--- src/rtl/stream_fifo_sync.sv ---
// Single-clock valid/ready stream FIFO with fill level and synchronous flush.
// Optional combinational bypass when empty: define STREAM_FIFO_SYNC_FALL_THROUGH_EN.
`timescale 1ns/1ps
module stream_fifo_sync #(
  parameter type         T         = logic,
  parameter int unsigned LOG_DEPTH = 2
) (
  input  logic               clk_i,
  input  logic               rst_ni,
  input  logic               flush_i,
  input  T                   data_i,
  input  logic               valid_i,
  output logic               ready_o,
  output T                   data_o,
  output logic               valid_o,
  input  logic               ready_i,
  output logic [LOG_DEPTH:0] usage_o
);

  localparam int unsigned        DEPTH   = 2 ** LOG_DEPTH;
  localparam logic [LOG_DEPTH:0] PTR_ONE = 1;

  logic [LOG_DEPTH:0]   r_wptr;
  logic [LOG_DEPTH:0]   r_rptr;
  T                     r_mem [DEPTH];

  logic [LOG_DEPTH-1:0] w_widx;
  logic [LOG_DEPTH-1:0] w_ridx;
  logic                 w_empty;
  logic                 w_full;
  logic                 w_bypass;
  logic                 w_push;
  logic                 w_pop;

  assign w_widx  = r_wptr[LOG_DEPTH-1:0];
  assign w_ridx  = r_rptr[LOG_DEPTH-1:0];
  assign w_empty = (r_wptr == r_rptr);
  assign w_full  = (r_wptr[LOG_DEPTH] != r_rptr[LOG_DEPTH]) && (w_widx == w_ridx);
  assign usage_o = r_wptr - r_rptr;

  // Ready never looks at ready_i, so a pop cannot open a slot for a push in the same cycle.
  assign ready_o = !w_full && !flush_i;

`ifdef STREAM_FIFO_SYNC_FALL_THROUGH_EN
  assign w_bypass = w_empty && !flush_i && valid_i && ready_i;
  assign valid_o  = !flush_i && (!w_empty || valid_i);
  assign data_o   = w_empty ? data_i : r_mem[w_ridx];
`else
  assign w_bypass = 1'b0;
  assign valid_o  = !w_empty && !flush_i;
  assign data_o   = r_mem[w_ridx];
`endif

  // A bypassed element never touches storage, so neither pointer moves.
  assign w_push = valid_i && ready_o && !w_bypass;
  assign w_pop  = valid_o && ready_i && !w_bypass;

  always_ff @(posedge clk_i or negedge rst_ni) begin
    if (!rst_ni) begin
      r_wptr <= '0;
      r_rptr <= '0;
      for (int unsigned i = 0; i < DEPTH; i++) begin
        r_mem[i] <= '0;
      end
    end else begin
      if (w_push) begin
        r_mem[w_widx] <= data_i;
        r_wptr        <= r_wptr + PTR_ONE;
      end
      if (flush_i) begin
        r_rptr <= r_wptr;
      end else if (w_pop) begin
        r_rptr <= r_rptr + PTR_ONE;
      end
    end
  end

  // Upstream must hold an offered element, unchanged, until it is accepted.
  a_upstream_hold: assert property (
    @(posedge clk_i) disable iff (!rst_ni)
      (valid_i && !ready_o) |=> (valid_i && $stable(data_i))
  );

endmodule

--- config.mk ---
export PLATFORM = sky130hd
export DESIGN_NAME = stream_fifo_sync
export DESIGN_NICKNAME = d
export VERILOG_FILES = /design/src/rtl/stream_fifo_sync.sv
export SDC_FILE = /design/constraint.sdc
export NUM_CORES = 1
export LEC_CHECK = 0
export ABC_AREA = 0
export CAP_MARGIN = 20
export CORE_MARGIN = 2
export CORE_UTILIZATION = 34
export CTS_BUF_LIST = sky130_fd_sc_hd__clkbuf_4
export CTS_CLUSTER_SIZE = 40
export DETAILED_ROUTE_END_ITERATION = 12
export DONT_BUFFER_PORTS = 1
export MAX_ROUTING_LAYER = met4
export PLACE_DENSITY_LB_ADDON = 0.15
export RECOVER_POWER = 50
export SLEW_MARGIN = 20
export SYNTH_ARGS = -nofsm -noshare
export SYNTH_HDL_FRONTEND = slang
export SYNTH_SLANG_ARGS = --single-unit
--- constraint.sdc ---
create_clock -name clk_i -period 2.8 [get_ports clk_i]
set_input_delay 0.14 -clock clk_i [delete_from_list [all_inputs] [get_ports clk_i]]
set_output_delay 0.14 -clock clk_i [all_outputs]
set_load 0.05 [all_outputs]
==> flow_metrics.env <==
export IMPL_yosys_top_cells_count="dfrtp_1 (10), ha_1 (7), inv_1 (5), mux2_1 (5)"
export IMPL_drt_iter0_drc=7
export IMPL_slowest_delay_ns=0.80
export IMPL_track_usage_pct=13.8
export IMPL_cap_violations=0
export IMPL_cts_made_buffers=3
export IMPL_clock_skew_ns=0.00915
export IMPL_setup_viol=0
export IMPL_max_slew_margin_pct=66.6
export IMPL_routedWlPerCell_um=13.5
export IMPL_grt_pass1_wl_mm=2.51
export IMPL_gr_usage_met2_pct=20.4
export IMPL_final_hold_viol_count=0
export IMPL_synth_area_leaders="dfrtp_1 (35%), ha_1 (12%), mux2_1 (7.8%)"
export IMPL_hold_path_startpoint="data_i"
export IMPL_portBuffers=0
export IMPL_tns_ns=0
export IMPL_use_met1_pct=17.4
export IMPL_fin_crit_ns=1.97
export IMPL_num_nets_final=89
export IMPL_fmax_mhz=508
export IMPL_grt_start_max_net_pins=15
export IMPL_routed_wl_mm=1.36
export IMPL_cp_required_ns=2.66
export IMPL_start_util_pct=36.4
export IMPL_r2r_start="r_wptr[0]"
export IMPL_fp_coreArea_um2=1980
export IMPL_cts_root_buffer="clkbuf_4"
export IMPL_synth_cells=65
export IMPL_antenna_found_initial=0
export IMPL_period_share_pct=70.3
export IMPL_status="complete, no violations"
export IMPL_crit_path_start="r_wptr[0]"
export IMPL_async_reset_ff_share_pct=100
export IMPL_drive_gt1_share_pct=13.5
export IMPL_syn_area_um2=721
export IMPL_crit_path_end_kind="output port"
export IMPL_path_cells="inv_1 -> ha_1 -> inv_1 -> fa_1"
export IMPL_ys_ff_latch=10
export IMPL_vias=523
export IMPL_grt_pass1_vias=521
export IMPL_dieArea_um2=2500
export IMPL_worstMarginPinSlew_ns=0.500
export IMPL_final_antenna_net_count=0
export IMPL_crit_top_cell="inv_1"
export IMPL_clkTransAtPathRegs_ns=0.06
export IMPL_clk_latency_ns=0.27
export IMPL_ioPinCount=12
export IMPL_fp_row_count=16
export IMPL_postLayoutCoreUtil_pct=41.4
export IMPL_die_y_um=50.0
export IMPL_ys_warnings_count=0
export IMPL_via_per_inst=5.18
export IMPL_cts_max_path_buffers=2
export IMPL_synth_distinct_cells=27
export IMPL_synth_edf_count=0
export IMPL_cp_start_kind="register"
export IMPL_grt_setup_unrepaired="no"
export IMPL_ys_seq_area_share_pct=34.7
export IMPL_tritoncts="done"
export IMPL_crit_path_top_delay_cell="fa_1"
export IMPL_synth_avg_cell_area_um2=11.1
export IMPL_drtPass1Iterations=4
export IMPL_cp_arrival_ns=1.83
export IMPL_die_w_um=50.0
export IMPL_met3_usage_pct=6.06
export IMPL_h_tree_depth=1
export IMPL_antennaDiodeCount=0
export IMPL_syn_to_final_growth_pct=13.9
export IMPL_cts_resized=0
export IMPL_route_detailed_drc=0
export IMPL_cts_sinks=10
export IMPL_synth_most_common_cell="dfrtp_1"
export IMPL_grt_overflow=0
export IMPL_gp_congestion=0.764
export IMPL_critPathMaxFanout=5
export IMPL_top_usage_layer="met2"
export IMPL_ys_flop_type="dfrtp_1"
export IMPL_critPathTopFamily="adder cells"
export IMPL_yosysTopAreaCell="dfrtp_1"
export IMPL_dp_hpwl_mm=1.04
export IMPL_synth_nets=79
export IMPL_path_class="register to output port"
export IMPL_yosysTopAreaCellShare_pct=34.7
export IMPL_hold_class="primary input to register"
export IMPL_maxSlewViolCount=0
export IMPL_worst_path_buf_inv=2
kinds of logic (layout without fill, tap and decap cells):
kind of cell / count (synthesis) / count (layout) / share of synthesized area [%]
fa+ha+maj: 8 / 8 / 14.9
mux: 6 / 6 / 10.9
compound gates: 14 / 14 / 14.2
xor+xnor: 5 / 5 / 8.16
buf+inv: 7 / 16 / 4.69
simple gates: 15 / 15 / 12.3
flops: 10 / 10 / 34.7
metrics by stage:
stage	instance area [um^2]	setup WS [ns]	hold slack, ns	std cells
floorplan	721	0.752	-0.156	65
global placement	762	1.12	-0.155	93
detailed placement	762	1.10	-0.155	93
CTS	808	0.808	0.00299	99
global route	821	0.703	0.0000721	101
finish	821	0.833	0.0100	101
metal layers:
layer	share of wire, %	vias up	routed length, um
met2	46	14	630
met5	0	-	0
li1	-	255	-
met3	6.5	3	89
met4	0.74	0	10
met1	46	251	630
final timing paths:
kind                       slack [ns]         end  depth (start not counted)
max in group asynchronous        2.22   r_wptr[1]                          1
hold / removal                   0.01    r_mem[1]                          1
min in group asynchronous        0.25    r_mem[3]                          1
setup reg to reg                 0.98    r_mem[0]                          5
hold reg to reg                  0.49    r_mem[2]                          1
setup / recovery                 0.83  usage_o[1]                          4
repair_timing:
action / in CTS / in global routing
buffers inserted: 0 / 0
endpoints found under the hold margin: 12 / 2
hold buffers: 2 / 2
area by class of cell:
type / instances / area, um^2
fill: 194 / 1160
multi-input combinational: 48 / 429
sequential: 10 / 250
timing repair buffer: 7 / 62.6
tap: 27 / 33.8
clock buffer: 3 / 22.5
inverter: 5 / 18.8
clock inverter: 1 / 3.75
layout by cell type, fill, tap and decap left out, types with 2 or more instances in the layout:
cell type      count
dfrtp_1           10
ha_1               7
inv_1              5
mux2_1             5
o211ai_1           5
a21oi_1            4
dlygate4sd3_1      4
xnor2_1            3
nand2_1            3
nor3b_1            3
nand3_1            3
clkbuf_4           3
buf_4              3
nor2_1             2
nand4b_1           2
sequential cells by signal, indices dropped and copies added (netlist names):
name,count
r_mem,4
r_rptr,3
r_wptr,3
worst reg2reg max path, cell delays in order, from the launching register on:
cell	delay, ns
dfrtp_1	0.42
inv_1	0.10
ha_1	0.34
nand2_1	0.19
o211ai_1	0.31
mux2_1	0.35
Power is left out: the tool's default activity adds up to more than one toggle a clock period on the data nets, which glitch-free logic cannot reach.
